**src/rtl/reset_release_sequencer.sv**
```systemverilog
// Reset release sequencer: asserts all per-domain resets together and releases them
// one by one after a hold time, with a software reset handshake and a release hold-off.
module reset_release_sequencer #(
   parameter int p_num_stages  = 3,
   parameter int p_hold_cycles = 16,
   parameter int p_stage_gap   = 8
) (
   input  logic                    i_clk,
   input  logic                    i_reset_n,
   input  logic                    i_hold_off,
   input  logic                    i_sw_reset_req,
   output logic                    o_sw_reset_ack,
   output logic [p_num_stages-1:0] o_stage_reset_n,
   output logic                    o_busy,
   output logic                    o_all_released
);

   localparam int p_cnt_max = (p_hold_cycles > p_stage_gap) ? p_hold_cycles : p_stage_gap;
   localparam int p_cnt_w   = $clog2(p_cnt_max + 1);
   localparam logic [p_cnt_w-1:0] p_hold_last = p_cnt_w'(p_hold_cycles - 1);
   localparam logic [p_cnt_w-1:0] p_gap_last  = p_cnt_w'(p_stage_gap - 1);
   localparam logic [p_cnt_w-1:0] p_cnt_one   = p_cnt_w'(1'b1);

   typedef enum logic [1:0] {
      S_HOLD    = 2'd0,
      S_RELEASE = 2'd1,
      S_RUN     = 2'd2
   } state_t;

   state_t                  state_q, state_d;
   logic [p_cnt_w-1:0]      cnt_q, cnt_d;
   logic [p_num_stages-1:0] stage_q, stage_d;
   logic                    busy_q, busy_d;
   logic                    all_q, all_d;
   logic                    ack_q, ack_d;
   logic                    req_q, req_d;

   logic [p_num_stages:0]   stage_ext_s;
   logic [p_num_stages-1:0] stage_next_s;
   logic                    accept_s;
   logic                    release_s;

   // Releasing a stage shifts a 1 in from bit 0, so stage k never leads stage k-1.
   assign stage_ext_s  = {stage_q, 1'b1};
   assign stage_next_s = stage_ext_s[p_num_stages-1:0];
   assign accept_s     = i_sw_reset_req & ~req_q;
   assign release_s    = ((state_q == S_HOLD) && (cnt_q == p_hold_last) && !i_hold_off) ||
                         ((state_q == S_RELEASE) && (cnt_q == p_gap_last));

   // Next-state, counter and output computation.
   always_comb begin
      state_d = state_q;
      cnt_d   = cnt_q;
      stage_d = stage_q;
      busy_d  = busy_q;
      all_d   = all_q;
      ack_d   = 1'b0;
      req_d   = i_sw_reset_req;
      if (accept_s) begin
         state_d = S_HOLD;
         cnt_d   = '0;
         stage_d = '0;
         busy_d  = 1'b1;
         all_d   = 1'b0;
         ack_d   = 1'b1;
      end else if (release_s) begin
         stage_d = stage_next_s;
         cnt_d   = '0;
         if (stage_next_s[p_num_stages-1]) begin
            state_d = S_RUN;
            busy_d  = 1'b0;
            all_d   = 1'b1;
         end else begin
            state_d = S_RELEASE;
         end
      end else begin
         case (state_q)
            S_HOLD: begin
               // Saturate at the last hold count while hold-off keeps us here.
               if (cnt_q != p_hold_last) begin
                  cnt_d = cnt_q + p_cnt_one;
               end else begin
                  cnt_d = cnt_q;
               end
            end
            S_RELEASE: begin
               cnt_d = cnt_q + p_cnt_one;
            end
            S_RUN: begin
               cnt_d = cnt_q;
            end
            default: begin
               state_d = S_HOLD;
               cnt_d   = '0;
               stage_d = '0;
               busy_d  = 1'b1;
               all_d   = 1'b0;
            end
         endcase
      end
   end

   // State and output registers; a request held through reset is not accepted afterwards.
   always_ff @(posedge i_clk) begin
      if (!i_reset_n) begin
         state_q <= S_HOLD;
         cnt_q   <= '0;
         stage_q <= '0;
         busy_q  <= 1'b1;
         all_q   <= 1'b0;
         ack_q   <= 1'b0;
         req_q   <= 1'b1;
      end else begin
         state_q <= state_d;
         cnt_q   <= cnt_d;
         stage_q <= stage_d;
         busy_q  <= busy_d;
         all_q   <= all_d;
         ack_q   <= ack_d;
         req_q   <= req_d;
      end
   end

   assign o_stage_reset_n = stage_q;
   assign o_busy          = busy_q;
   assign o_all_released  = all_q;
   assign o_sw_reset_ack  = ack_q;

endmodule

```
**config.mk**
```make
export PLATFORM = sky130hd
export DESIGN_NAME = reset_release_sequencer
export DESIGN_NICKNAME = d
export VERILOG_FILES = /design/src/rtl/reset_release_sequencer.sv
export SDC_FILE = /design/constraint.sdc
export NUM_CORES = 1
export LEC_CHECK = 0
export CORE_MARGIN = 3
export CORE_UTILIZATION = 40
export DETAILED_ROUTE_END_ITERATION = 10
export HOLD_SLACK_MARGIN = 0.02
export SLEW_MARGIN = 20
export SYNTH_ARGS = -nofsm -noshare
export SYNTH_HDL_FRONTEND = slang
export SYNTH_SLANG_ARGS = --single-unit
```
**constraint.sdc**
```tcl
create_clock -name i_clk -period 2.7 [get_ports i_clk]
set_input_delay 0.27 -clock i_clk [delete_from_list [all_inputs] [get_ports i_clk]]
set_output_delay 0.27 -clock i_clk [all_outputs]
set_load 0.005 [all_outputs]
```
==> Yosys cells after proc, flatten, opt, wreduce, memory -nomap -nowiden <==
Index checks and enable logic that the tools add are counted.
{ "op_classes": {"n_reduce_logical": 11, "n_mux": 14, "add_sub_neg": 1, "eq_ne": 8, "n_bitwise": 4} }
{ "op_table": {"columns": ["op", "count"], "rows": [
  ["$pmux W5 S3", 1],
  ["$mux W1", 7],
  ["$mux W2", 3],
  ["$mux W3", 2],
  ["$reduce_or A3 Y1", 2],
  ["$add A5 B1 Y5 const B", 1],
  ["$eq A5 B3 Y1 const B", 1],
  ["$eq A5 B4 Y1 const B", 1],
  ["$mux W5", 1],
  ["$ne A5 B4 Y1 const B", 1],
  ["$ne A2 B1 Y1 const B", 2],
  ["$reduce_and A2 Y1", 2],
  ["$logic_and A1 B1 Y1", 3],
  ["$not A1 Y1", 3],
  ["$eq A2 B1 Y1 const B", 1],
  ["$eq A2 B2 Y1 const B", 1],
  ["$logic_not A2 Y1", 1],
  ["$ne A2 B2 Y1 const B", 1],
  ["$reduce_or A2 Y1", 1],
  ["$and A1 B1 Y1", 1],
  ["$logic_not A1 Y1", 1],
  ["$logic_or A1 B1 Y1", 1]
]} }
{ "totals": {"in_bits": 4, "out_inout_bits": 6, "reg_bits": 14} }

==> Logic depth before layout (Yosys ltp) <==
Gate-level depths: netlist (run 1).
{ "logic_depth": {"ltp_word": 6, "depth_mapped": 6, "depth_no_buf": 6} }

==> Worst setup path before layout (run 1) <==
No wires, ideal clock.
{ "synth_path": {"kind": "reg-to-reg", "start": "register cnt_q[0]", "end": "register cnt_q[3]", "period_less_slack_ns": 1.758, "stages_incl_launch_ff": 7, "setup_slack_ns": 0.942, "setup_time_ns": 0.080, "arrival_ns": 1.678, "path_cell_list": "dfxtp_1 ha_1 and3_1 ha_1 o21ba_2 or3_1 a211oi_2"} }
{ "synth_via": {"elab_chain_len": 5, "word_cells_on_any_way": 13} }
{ "synth_rtl": {"columns": ["item", "line", "source"], "rows": [
  ["start: declaration", "31", "logic [p_cnt_w-1:0] cnt_q, cnt_d;"],
  ["start signal: assignment", "115", "cnt_q <= cnt_d;"],
  ["parallel branches: the longest is 5 deep, another holds $add A5 B1 Y5", null, null]
]} }
Several ways; the timed one is not identified. The select of a mux whose other input is x is not followed.
A chain may end at the register's enable or synchronous reset.

==> Final worst setup path (run 1) <==
{ "layout_path": {"start": "register cnt_q[0]", "end": "register stage_q[1] (netlist: o_stage_reset_n[1])"} }
{ "layout_via": {"elab_chain_len": 5, "word_cells_on_any_way": 8} }
{ "layout_rtl": {"columns": ["item", "line", "source"], "rows": [
  ["$eq A5 B4 Y1", "47", "assign release_s = ((state_q == S_HOLD) && (cnt_q == p_hold_last) && !i_hold_off) ||"],
  ["$logic_and A1 B1 Y1 (2 in a row)", "47", null],
  ["$logic_or A1 B1 Y1 (*)", "47", null],
  ["$ne A2 B1 Y1 (no line) / $mux W3 (equally long branches)", null, null],
  ["end signal: assignment", "116", "stage_q <= stage_d;"],
  ["end: declaration", "32", "logic [p_num_stages-1:0] stage_q, stage_d;"]
]} }
Every way passes the cells marked *; elsewhere a longest branch is shown, timed or not.

==> results of run 1 <==
==> layout make-up <==
| class | count | area share [%] |
|---|---|---|
| Clock buffer | 4 | 3.75 |
| Inverter | 8 | 4.29 |
| Multi-Input combinational cell | 40 | 39.3 |
| Sequential cell | 13 | 37.1 |
| Tap cell | 15 | 2.68 |
| Timing Repair Buffer | 9 | 12.9 |
==> where the power goes <==
part           switching (W)  total (W)  internal (W)
clock              0.0000588   0.000116     0.0000572
sequential        0.00000349   0.000200      0.000196
combinational      0.0000101  0.0000210     0.0000110
total              0.0000723   0.000337      0.000265
==> metal layers <==
layer	track usage, %	share of wire (%)	routed length, um
met2	16.9	39	423
met1	18.1	55	591
met3	3.73	3.3	36
met5	0	0	0
met4	9.04	2.4	26
==> sequential cells by signal, summed over array words and instances (netlist names) <==
name	cells
o_busy	1
o_all_released	1
cnt_q	5
req_q	1
o_sw_reset_ack	1
o_stage_reset_n	2
state_q	2
==> path summary, 6_finish.rpt <==
kind | start | end | slack (ns) | cells after the start
max | cnt_q[0]$_SDFFE_PP0P_ | o_stage_reset_n[1]$_SDFFE_PP0P_ | 0.72 | 6
min | o_stage_reset_n[1]$_SDFFE_PP0P_ | state_q[0]$_SDFFE_PP0P_ | 0.48 | 1
max reg2reg | cnt_q[0]$_SDFFE_PP0P_ | o_stage_reset_n[1]$_SDFFE_PP0P_ | 0.72 | 6
min reg2reg | o_stage_reset_n[1]$_SDFFE_PP0P_ | state_q[0]$_SDFFE_PP0P_ | 0.48 | 1
==> synth_stat cells <==
| master | number |
|---|---|
| inv_1 | 8 |
| nor3_1 | 2 |
| dfxtp_1 | 13 |
| and3_1 | 1 |
| a41oi_1 | 1 |
| nand4_1 | 1 |
| o22ai_1 | 2 |
| nand2_1 | 3 |
| or2b_1 | 1 |
| a21oi_1 | 1 |
| nor2b_2 | 1 |
| nor2_1 | 3 |
| ha_1 | 2 |
| a211oi_1 | 3 |
| o21ba_2 | 1 |
| mux2i_1 | 1 |
| or3_1 | 2 |
| nand2b_1 | 3 |
| a41o_2 | 1 |
| a32oi_1 | 2 |
| o22a_1 | 1 |
| nor4b_1 | 1 |
| a211oi_2 | 1 |
| buf_4 | 1 |
| nand3_1 | 4 |
| o21ai_0 | 2 |
==> kinds of logic (layout without fill, tap and decap cells) <==
| group | Yosys count | in the layout | synth area share [%] |
|---|---|---|---|
| AOI/OAI and AO/OA | 15 | 15 | 20.7 |
| adders and majority gates | 2 | 2 | 4.37 |
| buffers and inverters | 9 | 21 | 6.55 |
| DFF | 13 | 13 | 45.4 |
| muxes | 1 | 1 | 1.75 |
| and+or+nand+nor | 22 | 22 | 21.2 |
==> per-stage QoR <==
stage	hold WS, ns	worst slack (ns)
2_1_floorplan	0.343	0.942
3_3_place_gp	0.462	0.834
3_5_place_dp	0.467	0.767
4_1_cts	0.477	0.746
5_1_grt	0.491	0.577
6_report	0.479	0.724
==> critical path: stages, from the launching register on <==
cell	delay (ns)
dfxtp_1	0.37
ha_1	0.22
and3_1	0.17
ha_1	0.17
nor4b_1	0.47
a41o_2	0.28
mux2i_1	0.22
==> key figures, run 1 <==
STA
  – Setup TNS: 0 ns
  – Maximum clock rate: a little over 500 MHz
  – Final period util: around three quarters
  – Worst slew margin: a little under two thirds
  – Final min period: approximately 2 ns
  – Max-slew violations: 0
  – Final Hold Vio Count: 0
  – Unrepaired setup endpoints after global routing: false
  – Fin Clk Skew: 0.00394 ns
  – Worst-Margin Slew: between 0.5 and 0.6 ns
  – Final setup violating endpoints: 0

Cells and area
  – Design Area, Final: about 700 um^2
  – Share of layout cells above drive strength 1: 9.46%
  – Most common cell after layout, fill and taps aside: dfxtp_1
  – Final core utilization: 53.2%
  – Commonest non-fill, non-tap cells in the layout: dfxtp_1 (13), clkdlybuf4s50_1 (9), inv_1 (8), nand3_1 (4)
  – P&R area growth vs syn: 22.3%
  – Finished Layout Cells: between 80 and 90
  – Fillers: roughly 120
  – Antenna diodes: 0
  – Area of the multi-input gates: around 280 um^2
  – Final Net Count: 81
  – Sequential Area: around 260 um^2

Floorplan
  – Die area: between 1500 and 2000 um^2
  – Chip height: around 44 um
  – Starting Density: a little over two fifths
  – Ports: 10
  – Placement Rows: 13
  – Core ar.: between 1000 and 1500 um^2
  – Die width: 43.9 um

CTS
  – Worst-skew pair later-pin latency: about 0.27 ns
  – Post_cts resized: 0
  – CTS H-tree lvls: 1
  – CTS Buffer Depth: 2
  – Worst-path clk slew: approximately 0.07 ns
  – TritonCTS Buffers: 3
  – CTS Hold Bufs: 0
  – CTS tree: done
  – Sink Count: 13
  – Root Driver: clkbuf_4
  – Post-CTS setup buffers: 0

Setup path
  – CP endpoint kind: flip-flop
  – Worst path arrival time: ~2.2 ns
  – Startpoint types: flip-flop
  – Max FO, Critical Path: 7
  – Data required time of the critical path: between 2 and 3 ns
  – Crit Path Class: flip-flop to flip-flop

Synthesis
  – Largest cells by area after synthesis: dfxtp_1 (45%), inv_1 (5.2%), ha_1 (4.4%), a211oi_1 (3.9%), nand3_1 (3.5%)
  – Netlist cell types: 26
  – Register area share after synthesis: 45.4%
  – Largest area contributor in the netlist: dfxtp_1
  – Synthesized area: 573 um^2
  – Synth warn: 0
  – Synthesized net count: between 60 and 70
  – Mapped Cells: between 60 and 70
  – Synth Register Bits: 13
  – Top cell type's share of synthesized area: roughly 45%
  – Average size of a mapped cell: 9.24 um^2

Global routing
  – GRT Util Overall: 13.0%
  – Vias in the first global route: 427
  – Initial antenna violation count: 0
  – Largest net degree at the start of global routing: 8
  – First-pass GRT wire length: 1850 um
  – Grt ovf: 0

Hold path
  – Worst min path class: flip-flop to flip-flop

Power and ir drop
  – PD cells: just under 500 nW/um^2
  – P_leak: 0.253 nW
  – Tot Pwr: roughly 0.00034 W
  – Peak VDD IR: around 0.32 mV

Place
  – Post-DP Area: just under 700 um^2
  – GP Congestion: roughly 0.74
  – I/O Buffers: 9
  – Placed cells: between 80 and 90
  – Dpl hpwl: 795 um

Route
  – Iteration-0 DRC count of the detailed router: 6
  – DRC viols: 0
  – Vias/cell: about 5.3
  – Routed vias: 475
  – 1st-pass router iterations: 4
  – Routed len/inst: between 10 and 15 um
  – Routed WL: between 1000 and 1500 um
  – Routed Antenna Nets: 0

Outcome
  – Status: finished clean

Job
  – Number of max-cap violations: 0
Note: power is estimated with default switching activity, not from simulation.
==> run 2, diff against run 1 <==
PLACE_DENSITY = 0.66   (was not set)
clock period = 1.7 ns   (was 2.7 ns; I/O delays follow)
==> run 2 against run 1 <==
  * Critical path depth did not move
  * Global-route usage increased by 0.95 points
  * Hold slack worse by 0.016 ns
  * Die area stayed put
  * First-iteration DRC count rose to 2.7 times the previous value
  * Sequential power increased by 60%
  * Worst setup slack worse by 0.66 ns
  * Critical path type unchanged
  * Largest cell class unchanged
  * Highest routed layer unchanged
==> key figures, run 2 (synthesis results as in run 1) <==
Cells and area
  – Share of layout cells above drive strength 1: 27.2% (+18 points)
  – Commonest non-fill, non-tap cells in the layout: dfxtp_1 (11), clkdlybuf4s50_1 (9), inv_1 (8), buf_4 (7), nand3_1 (4)
  – P&R area growth vs syn: 42.6%
  – Antenna diodes: 0 (unchanged)
  – Most common cell after layout, fill and taps aside: dfxtp_1
  – Final Net Count: 88 (+8.6%)
  – Flip-flop count of the largest register after layout: 5 (unchanged)
  – Finished Layout Cells: 96 (+7.9%)
  – Top reg by flops: cnt_q

Global routing
  – Grt ovf: 0 (unchanged)
  – GRT Util Overall: 14.0% (+0.95 points)
  – Largest net degree at the start of global routing: 8 (unchanged)
  – Initial antenna violation count: 0 (unchanged)
  – Vias in the first global route: 458 (+7.3%)
  – First-pass GRT wire length: 2010 um (+8.5%)

STA
  – Worst slew margin: 78.7% (+15 points)
  – Max-slew violations: 0 (unchanged)
  – Maximum clock rate: 610 MHz (+20%)
  – Final period util: 96.4% (+23 points)
  – Min Hold Slack: 0.463 ns (-0.0160 ns)
  – Final Hold Vio Count: 0 (unchanged)
  – Final min period: 1.64 ns (-0.336 ns)
  – Worst setup margin: 0.0605 ns (-0.664 ns)
  – Worst-Margin Slew: 0.320 ns (-0.216 ns)
  – Fin Clk Skew: 0.00746 ns (+0.00352 ns)
  – Final setup violating endpoints: 0 (unchanged)

Setup path
  – RR Startpoint: cnt_q[0]$_SDFFE_PP0P_
  – Critical Path End: cnt_q[3]$_SDFFE_PP0P_
  – CP max-delay cell: or3_4
  – CP endpoint kind: flip-flop
  – Max FO, Critical Path: 4 (-3)
  – Critical path startpoint: cnt_q[0]$_SDFFE_PP0P_
  – Data required time of the critical path: 1.89 ns (-1.01 ns)
  – Cell Chain, Critical Path: ha_4 -> and3_4 -> ha_4 -> o21ba_4 -> or3_4 -> a211oi_2
  – Flop2flop setup slack: 0.06 ns (-0.66 ns)
  – Worst path arrival time: 1.83 ns (-0.34 ns)
  – CP dominant cell by count: ha_4
  – Crit Path Class: flip-flop to flip-flop
  – Startpoint types: flip-flop
  – Reg2reg end: cnt_q[3]$_SDFFE_PP0P_
  – Max incr delay on CP: 0.36 ns (-0.11 ns)
  – Number of cells on the worst reg-to-reg path: 6 (unchanged)

CTS
  – Root Driver: clkbuf_4
  – TritonCTS Buffers: 3 (unchanged)
  – Sink Count: 13 (unchanged)
  – CTS Buffer Depth: 2 (unchanged)
  – Worst-skew pair later-pin latency: 0.27 ns (about the same)
  – CTS H-tree lvls: 1 (unchanged)
  – Worst-path clk slew: 0.08 ns (about the same)
  – CTS tree: done

Route
  – Vias/cell: 5.39 (+0.91%)
  – Routed vias: 517 (+8.8%)
  – 1st-pass router iterations: 4 (unchanged)
  – Routed len/inst: 13.0 um (+7.1%)
  – Iteration-0 DRC count of the detailed router: 16 (+10)
  – Routed WL: 1250 um (+15%)
  – DRC viols: 0 (unchanged)
  – Routed Antenna Nets: 0 (unchanged)

Floorplan
  – Die width: 43.9 um (unchanged)
  – Placement Rows: 13 (unchanged)
  – Die area: 1920 um^2 (unchanged)
  – Ports: 10 (unchanged)
  – Core ar.: 1320 um^2 (unchanged)
  – Chip height: 43.9 um (unchanged)
  – Starting Density: 43.5% (unchanged)

Job
  – Number of max-cap violations: 0 (unchanged)

Place
  – Place WS: -0.0675 ns (-0.835 ns)
  – GP Congestion: 0.779 (+5.7%)
  – Dpl hpwl: 917 um (+15%)
  – I/O Buffers: 9 (unchanged)
  – Placed cells: 92 (+8.2%)

Power and ir drop
  – Peak VDD IR: 0.409 mV (+28%)
  – P_leak: 0.294 nW (+16%)
  – PD cells: 671 nW/um^2 (+39%)

Hold path
  – Worst min path class: flip-flop to flip-flop

Outcome
  – Status: finished clean
## run 2: what timing repair did
item,CTS,global route
gates resized for setup,4,5
buffers inserted,0,0
pin swaps,3,1
endpoints found under the setup margin,5,7
hold buffers,0,0
## run 2: worst max-delay path, delay by kind of cell (launching register included)
| family | cells | cell delay [ns] |
|---|---|---|
| AO/OA/AOI/OAI | 2 | 0.37 |
| flip-flops | 1 | 0.34 |
| adder cells (fa/ha/maj) | 2 | 0.32 |
| AND/OR/NAND/NOR | 2 | 0.54 |
## run 2: per-layer routing
metal	track usage, %	vias up	wire length [um]
met5	0	-	0
met4	5.42	0	6
met3	3.73	2	50
met2	19.2	10	571
met1	20.5	240	617
li1	-	265	-
## run 2: layout make-up
type / count / area [um^2]
fillers: 119 / 500
clock buffers: 4 / 26.3
repair buffers: 16 / 143
well taps: 15 / 18.8
multi-input cells: 40 / 337
inverters: 8 / 30.0
flip-flops and latches: 13 / 263
## run 2: worst min path at each step
| stage | from | endpoint | slack (ns) | cells past startpoint |
|---|---|---|---|---|
| floorplan | i_reset_n | req_q$_SDFF_PN1_ | 0.24 | 1 |
| global placement | o_stage_reset_n[0]$_SDFFE_PP0P_ | o_stage_reset_n[0]$_SDFFE_PP0P_ | 0.46 | 2 |
| detailed placement | o_stage_reset_n[0]$_SDFFE_PP0P_ | o_stage_reset_n[0]$_SDFFE_PP0P_ | 0.45 | 2 |
| CTS | o_stage_reset_n[0]$_SDFFE_PP0P_ | o_stage_reset_n[0]$_SDFFE_PP0P_ | 0.47 | 2 |
| global route | o_stage_reset_n[0]$_SDFFE_PP0P_ | o_stage_reset_n[0]$_SDFFE_PP0P_ | 0.50 | 2 |
| finish | o_stage_reset_n[0]$_SDFFE_PP0P_ | o_stage_reset_n[0]$_SDFFE_PP0P_ | 0.46 | 2 |
## run 2: power by group
group | total (W) | internal (W) | switching [W]
Combinational | 0.0000488 | 0.0000271 | 0.0000217
Clock | 0.000180 | 0.0000907 | 0.0000896
Sequential | 0.000319 | 0.000313 | 0.00000579
## run 2: through the flow
step / util (%) / total power (W) / area [um^2] / TNS, ns
final: 62.0 / 0.000548 / 817 / 0
after global routing: 62.0 / 0.000576 / 817 / -0.000818
after CTS: 59.6 / 0.000550 / 786 / -0.00415
after detailed placement: 56.3 / 0.000369 / 742 / -0.138
after global placement: 56.3 / 0.000368 / 742 / 0
after floorplan: - / 0.000344 / 588 / -0.0131
